File: config.mk
export PLATFORM = sky130hd
export DESIGN_NAME = seg7_scan_ctrl
export DESIGN_NICKNAME = d
export VERILOG_FILES = /design/src/rtl/seg7_scan_ctrl.sv
export SDC_FILE = /design/constraint.sdc
export NUM_CORES = 1
export LEC_CHECK = 0
export CAP_MARGIN = 5
export CELL_PAD_IN_SITES_DETAIL_PLACEMENT = 0
export CELL_PAD_IN_SITES_GLOBAL_PLACEMENT = 1
export CORE_MARGIN = 5
export CORE_UTILIZATION = 47
export CTS_BUF_LIST = sky130_fd_sc_hd__clkbuf_4 sky130_fd_sc_hd__clkbuf_8
export CTS_CLUSTER_DIAMETER = 150
export DETAILED_ROUTE_END_ITERATION = 10
export PLACE_DENSITY = 0.92
export SYNTH_ARGS = -nofsm -noshare
export SYNTH_HDL_FRONTEND = slang
export SYNTH_SLANG_ARGS = --single-unit
File: constraint.sdc
create_clock -name clk -period 9.4 [get_ports clk]
set_input_delay 0.94 -clock clk [delete_from_list [all_inputs] [get_ports clk]]
set_output_delay 0.94 -clock clk [all_outputs]
set_load 0.03 [all_outputs]
File: src/rtl/seg7_scan_ctrl.sv
// seg7_scan_ctrl: time-multiplexed scan controller for an 8-digit seven-segment display.
// Snapshots a 32-bit value once per frame and steps through digits 0..7.
// Each digit slot begins with a blanking interval, then lights that digit's anode.
// All outputs are registered. They are computed from the next-state values, so the
// outputs stay aligned with the registered state.
// Optional feature: define LEADING_ZERO_BLANK_EN to suppress leading zero digits.
module seg7_scan_ctrl #(
    parameter int REFRESH_DIV  = 100000,
    parameter int BLANK_CYCLES = 1000
) (
    input  logic        clk,
    input  logic        rst,
    input  logic        en,
    input  logic [31:0] val,
    input  logic [7:0]  dp_mask,
    output logic [7:0]  an,
    output logic [6:0]  seg,
    output logic        dp,
    output logic [2:0]  digit_sel,
    output logic        frame_tick
);

    localparam logic [1:0] ST_IDLE  = 2'd0;
    localparam logic [1:0] ST_BLANK = 2'd1;
    localparam logic [1:0] ST_SHOW  = 2'd2;

    localparam logic [23:0] PRESC_LAST = 24'(REFRESH_DIV - 1);
    localparam logic [23:0] BLANK_LAST = 24'(BLANK_CYCLES - 1);

    logic [1:0]  state_q, state_d;
    logic [23:0] presc_q, presc_d;
    logic [2:0]  digit_q, digit_d;
    logic [31:0] shadow_q, shadow_d;
    logic        frame_tick_q, frame_tick_d;
    logic [7:0]  an_q, an_d;
    logic [6:0]  seg_q, seg_d;
    logic        dp_q, dp_d;

    // Active-low hex decode; bit order is {g,f,e,d,c,b,a}.
    function automatic logic [6:0] hex_decode(input logic [3:0] nib);
        logic [6:0] s;
        case (nib)
            4'h0: s = 7'h40;
            4'h1: s = 7'h79;
            4'h2: s = 7'h24;
            4'h3: s = 7'h30;
            4'h4: s = 7'h19;
            4'h5: s = 7'h12;
            4'h6: s = 7'h02;
            4'h7: s = 7'h78;
            4'h8: s = 7'h00;
            4'h9: s = 7'h10;
            4'hA: s = 7'h08;
            4'hB: s = 7'h03;
            4'hC: s = 7'h46;
            4'hD: s = 7'h21;
            4'hE: s = 7'h06;
            default: s = 7'h0E;
        endcase
        return s;
    endfunction

`ifdef LEADING_ZERO_BLANK_EN
    // upper_zero[k] is set when shadow nibbles k..7 are all zero.
    logic [7:0] upper_zero;
    for (genvar gi = 0; gi < 8; gi++) begin : g_upper_zero
        assign upper_zero[gi] = (shadow_d[31:4*gi] == '0);
    end
`endif

    // Next-state logic: the scan FSM, the prescaler, digit stepping and the frame reload.
    always_comb begin
        state_d      = state_q;
        presc_d      = presc_q;
        digit_d      = digit_q;
        shadow_d     = shadow_q;
        frame_tick_d = 1'b0;
        if (!en) begin
            // A disabled controller idles and keeps tracking val. If en falls on a
            // reload cycle, the shadow still loads but frame_tick stays low.
            state_d  = ST_IDLE;
            presc_d  = '0;
            digit_d  = '0;
            shadow_d = val;
        end else begin
            case (state_q)
                ST_IDLE: begin
                    state_d  = ST_BLANK;
                    presc_d  = '0;
                    digit_d  = '0;
                    shadow_d = val;
                end
                ST_BLANK: begin
                    presc_d = presc_q + 24'd1;
                    if (presc_q == BLANK_LAST) begin
                        state_d = ST_SHOW;
                    end
                end
                ST_SHOW: begin
                    if (presc_q == PRESC_LAST) begin
                        // Step digit_sel as BLANK is entered, so it settles before an anode drops.
                        state_d = ST_BLANK;
                        presc_d = '0;
                        digit_d = digit_q + 3'd1;
                        if (digit_q == 3'd7) begin
                            shadow_d     = val;
                            frame_tick_d = 1'b1;
                        end
                    end else begin
                        presc_d = presc_q + 24'd1;
                    end
                end
                default: begin
                    state_d = ST_IDLE;
                end
            endcase
        end
    end

    // Output decode from the next state, so the registered outputs line up with the registered state.
    always_comb begin
        logic lit;
        an_d  = 8'hFF;
        seg_d = 7'h7F;
        dp_d  = 1'b1;
        lit   = (state_d == ST_SHOW);
`ifdef LEADING_ZERO_BLANK_EN
        if ((digit_d != 3'd0) && upper_zero[digit_d] && !dp_mask[digit_d]) begin
            lit = 1'b0;
        end
`endif
        if (lit) begin
            an_d  = ~(8'h01 << digit_d);
            seg_d = hex_decode(shadow_d[{digit_d, 2'b00} +: 4]);
            dp_d  = ~dp_mask[digit_d];
        end
    end

    // State and output registers with asynchronous reset.
    always_ff @(posedge clk or posedge rst) begin
        if (rst) begin
            state_q      <= ST_IDLE;
            presc_q      <= '0;
            digit_q      <= '0;
            shadow_q     <= '0;
            frame_tick_q <= 1'b0;
            an_q         <= 8'hFF;
            seg_q        <= 7'h7F;
            dp_q         <= 1'b1;
        end else begin
            state_q      <= state_d;
            presc_q      <= presc_d;
            digit_q      <= digit_d;
            shadow_q     <= shadow_d;
            frame_tick_q <= frame_tick_d;
            an_q         <= an_d;
            seg_q        <= seg_d;
            dp_q         <= dp_d;
        end
    end

    assign an         = an_q;
    assign seg        = seg_q;
    assign dp         = dp_q;
    assign digit_sel  = digit_q;
    assign frame_tick = frame_tick_q;

endmodule
Yosys cells after proc, flatten, opt, wreduce, memory -nomap -nowiden
Memory sizes are Yosys's and may differ from the RTL's.
Cells that the tools add are included.

word-level totals
  bits in writable memories = 0
  bits of input ports = 43
  logic and storage cells = 47
  bits in registers = 78
  memory bits (read-only) = 112
  memories = 1
  latch bits = 0
  output and inout port bits = 20

memory list
  memory           words  width  read ports  clocked after Yosys merged registers in  wr ports  line  RTL
  (no name shown)  16     7      1           0                                        0         42    case (nib)

cells by class
  shifts and indexed selects = 2
  multipliers = 0
  div/mod/pow operators = 0
  order comparisons = 1
  multiplexer cells = 23
  reductions and logical operators = 1
  equality and inequality tests = 7
  add/sub/neg operators = 2
  bitwise logic cells = 2

operators with widths
  operator                                                number
  2-to-1 mux 32 bit                                       3
  case mux 24 bit (3 select lines)                        1
  case mux 32 bit (2 select lines)                        1
  2-to-1 mux 24 bit                                       2
  variable part select 32 x 6 -> 4 bit                    1
  adder 24 x 1 -> 24 bit (second input constant)          1
  equality test 24 x 10 -> 1 bit (second input constant)  1
  equality test 24 x 17 -> 1 bit (second input constant)  1
  2-to-1 mux 8 bit                                        1
  NOT 8 bit                                               1
  left shift 1 x 3 -> 8 bit (first input constant)        1
  2-to-1 mux 7 bit                                        1
  2-to-1 mux 1 bit                                        6
  2-to-1 mux 2 bit                                        3
  2-to-1 mux 3 bit                                        2
  case mux 2 bit (3 select lines)                         1
  case mux 3 bit (2 select lines)                         1
  equality test 2 bit (second input constant)             2
  < comparator 3 x 4 -> 1 bit (second input constant)     1
  != test 4 x 1 -> 1 bit (second input constant)          1
  adder 3 x 1 -> 3 bit (second input constant)            1
  binary-select mux 1 bit (select 3 bit)                  1
  equality test 3 bit (second input constant)             1
  equality test 2 x 1 -> 1 bit (second input constant)    1
  other kinds (2)                                         2

Depth between registers and ports, before layout
  depth after elaboration = 8
  depth in mapped cells = 16
  mapped depth without buffers = 15

Least setup slack after synthesis
No wires, ideal clock.

  path kind = input to register
  start point = input port en
  end point = register seg_q[5], in the netlist seg[5]
  required time = 9316 ps
  data arrival time = 3617 ps
  library setup time = 84 ps
  path buffers = 3
  cell stages on the path = 14
  setup slack = 5699 ps
  path through = clkbuf_1 > nand2_1 > a41o_1 > buf_2 > buf_2 > a22oi_1 > mux2i_1 > a221o_1 > o22ai_1 > inv_1 > ha_1 > inv_1 > mux2i_1 > a221o_1

between the ends
  cells in the longest elaborated chain, start to end = 4

ends and longest elaborated chain
  element                                                line  RTL
  start, declared                                        13    input logic en,
  2-to-1 mux 32 bit or 2-to-1 mux 3 bit (tied branches)  78    if (!en) begin
  variable part select 32 x 6 -> 4 bit                   134   seg_d = hex_decode(shadow_d[{digit_d, 2'b00} +: 4]);
  memory (16 x 7 bit)                                    -
  2-to-1 mux 7 bit (*)                                   132   if (lit) begin
  named net seg_d[5]                                     36    logic [6:0] seg_q, seg_d;
  end signal, assigned                                   157   seg_q <= seg_d;
  end, declared                                          36

The timed path passes the listed nets; every way through them passes the cells marked *.
A chain may end at the register's enable or synchronous reset.

Worst setup path in the final report
Ends and elaborated chain as after synthesis.

==> flow_summary_export.csv <==
group,metric,value,unit
worst_setup_path,path_class,"input port to flip-flop",
synthesis,synth_area_leaders,"dfrtp_1, dfstp_2, a22o_1",
clock_network,clock-sinks,78,
route,vias,3261,
min_path,min-delay-start,"presc_q[4]",
worst_setup_path,r2r_slack,4.87,ns
power_and_ir_drop,switchingPower,0.177,mW
global_routing,grt_pass1_vias,3254,
worst_setup_path,critPathLaunch,"en",
synthesis,syn_nets,458,
layout,fin_nets,514,
clock_network,post_cts_resized,0,
synthesis,yosysTopAreaCell,"dfrtp_1",
floorplanning,initial_utilization,47.7,%
place,gp_congestion,0.815,
route,finalWirelength,9780,um
global_routing,grt_pass1_wl,16200,um
power_and_ir_drop,internal_power,0.541,mW
sta,grt_setup_unrepaired,"no",
power_and_ir_drop,p_total,0.718,mW
sta,finalSetupViolCount,0,
floorplanning,dieHeight,104,um
route,met2_length,4530,um
sta,slew_headroom,23.0,%
layout,instances_no_fill,571,
clock_network,insertion_delay,0.36,ns
route,final_antenna_net_count,0,
sta,finalMaxSlewViolations,0,
clock_network,cts_tree,"done",
floorplanning,ioPinCount,63,
sta,hold_viol,0,
route,viasPerCell,5.71,
layout,ff_latch_area,1970,sq um
floorplanning,core,8640,sq um
clock_network,cts_inserted_buffers,9,
worst_setup_path,critPathMaxFanout,29,
place,placed_cells,555,
clock_network,path_clk_slew,0.09,ns
power_and_ir_drop,power_density,143,nW/um^2
route,m1WireLength,4570,um
layout,stdcell_area,5010,sq um
power_and_ir_drop,switching_share,24.6,%
worst_setup_path,crit_required,9.69,ns
layout,multi_input_area,1960,sq um
layout,area_delta_synth_final,21.7,%
synthesis,ys_seq_area_share,47.9,%
power_and_ir_drop,seqPwrFrac,49.1,%
sta,whs,0.507,ns
clock_network,cts-root-buf,"clkbuf_8",
min_path,hold_depth,1,
global_routing,grt_max_degree,79,
synthesis,synth-seq-cells,78,
place,port_buffers,62,
place,placed_area,4780,sq um
layout,num-fill-cells,768,
synthesis,synth_flop_cell,"dfrtp_1",
floorplanning,core.rowCount,34,
worst_setup_path,worst_ep_arrival_time,4.95,ns
min_path,min_to,"presc_q[4]",
worst_setup_path,end_kind,"flip-flop",
power_and_ir_drop,leakage,2.21,nW
synthesis,synth_warnings,0,
power_and_ir_drop,comb_power_share,11.2,%
layout,drive_gt1_share,12.5,%
place,place_ws,4.41,ns
min_path,hp-class,"flip-flop to flip-flop",
synthesis,synth_enable_flop_cells,0,
worst_setup_path,startpoint_type,"input port",
route,drc,0,
place,dp_hpwl,6860,um
synthesis,synth_cell_types,61,
sta,setup_slack,4.74,ns
synthesis,avgSynthCellArea,10.2,sq um
sta,final.setup.tns,0,ns
sta,fmax,0.214,GHz
worst_setup_path,r2r_start,"presc_q[0]",
global_routing,overflow,0,
run,drv_cap,0,
sta,fin_crit,4.66,ns
power_and_ir_drop,peakVddDrop,0.0672,mV
clock_network,post_cts_buffers,0,
worst_setup_path,r2r_end,"seg[5]",
sta,tightest_slew,1.15,ns
sta,clock_skew,0.0146,ns
synthesis,syn_inst,402,
floorplanning,die-area,10700,sq um
synthesis,synth-async-reset-ratio,100,%
route,wl_per_cell,17.1,um
floorplanning,die_w,104,um
route,dr.pass1.iters,4,
route,drt_iter0_markers,244,
clock_network,htree_levels,3,
sta,finalCritPeriodShare,49.6,%
global_routing,antenna_found_initial,0,
worst_setup_path,r2r_cells,14,
route,top_layer_used,"met4",
clock_network,cts_hold_buffers,0,
synthesis,syn_area,4120,sq um
global_routing,grt_use_total,18.2,%
layout,post-route-util,58.0,%
outcome,status,"complete, no violations",
clock_network,clockBufferDepth,2,
route,dr_wl_met3,532,um
layout,antenna_cells,0,
synthesis,synth.top_cell.area_share,37.7,%
power_and_ir_drop,clkPwrFrac,39.7,%
-- sequential cells by signal, summed over array words and instances, names as in the netlist --
signal,flops
dp,1
state_q,2
an,8
seg,7
shadow_q,32
presc_q,24
frame_tick,1
digit_sel,3
-- cell usage in the layout, fill, tap and decap left out, types with 2 or more instances in the layout --
cell              n
nand2b_1          2
a221o_1           5
and2_1            4
inv_2             2
nand4_1           7
dfstp_2          16
mux2i_1           9
or3_1             3
mux2_2            3
a21oi_1           7
xor2_1           11
a211o_1           3
o21ai_0          17
a32o_1            2
o31ai_1           2
a31oi_1           3
inv_1            19
ha_1             13
bufinv_16         2
nor4_1            4
clkdlybuf4s50_1  62
clkbuf_8          9
or2_2             3
a22oi_1           3
a21oi_2           3
xnor2_1           5
nor4_2            2
a311oi_1          2
a221oi_1          3
and3_1           17
nand3_1          21
and3_4            2
dfrtp_1          62
nor2_1           31
buf_4             2
a22o_1           30
nand2_1          37
clkinvlp_4        2
nor3_1            7
-- power by group through the flow --
stage	sequential (mW)	combinational (mW)	clock, mW
global route	0.354	0.0889	0.303
floorplan	0.358	0.0508	0
detailed placement	0.359	0.0801	0
CTS	0.353	0.0805	0.289
finish	0.353	0.0801	0.285
global placement	0.359	0.0781	0
-- cell type report --
cell class	instances	area share (%)
Clock inverter	6	1.90
Timing Repair Buffer	64	12.7
Sequential cell	78	39.4
Clock buffer	10	2.62
Tap cell	108	2.70
Inverter	21	1.57
Multi-Input combinational cell	284	39.2
-- kinds of logic (layout without fill, tap and decap cells) --
group                    count (synthesis)  after routing  synth area share [%]
flip-flops                              78             78                  47.9
AND/OR/NAND/NOR                        148            148                  18.9
XOR/XNOR                                16             16                  3.40
multiplexers                            12             12                  3.01
AO/OA/AOI/OAI                           95             95                  18.3
buffers and inverters                   40            101                  4.59
adder cells (fa/ha/maj)                 13             13                  3.95
-- worst max-delay path: stages --
cell and delay, ns:
clkdlybuf4s50_1 0.87, nand2_1 0.21, a41o_1 0.60, a22oi_1 0.38
mux2i_1 0.13, a221o_1 0.37, o22ai_1 0.52, inv_1 0.15
ha_1 0.23, inv_1 0.10, mux2i_1 0.08, a221o_1 0.35
-- per-layer routing --
layer,track usage [%],vias to the layer above
met5,0,-
met4,6.65,0
met3,2.43,11
met2,27.6,89
met1,26.5,1590
li1,-,1571
-- worst max path at each step --
stage	to	slack, ns	depth (start not counted)
finish	seg[5]	4.74	12
CTS	seg[5]	4.78	12
floorplan	seg[5]	5.70	14
global route	seg[5]	4.42	12
detailed placement	seg[5]	4.41	12
global placement	seg[5]	4.64	12
-- synth_stat cells, drive strengths merged, types with 3 or more instances --
master and number:
nand3 21, and3 19, a31oi 3, xor2 11
buf 14, or3 3, a221o 5, a211o 3
mux2 3, a22oi 4, dfstp 16, nand4 7
nor2 31, nor3 7, nor4 6, or2 3
xnor2 5, o31ai 3, ha 13, inv 21
a221oi 3, a21oi 10, a22o 30, nand2 37
and2 4, o21ai 18, clkbuf 5, mux2i 9
dfrtp 62
No activity file was read; power rests on OpenSTA's default activity.
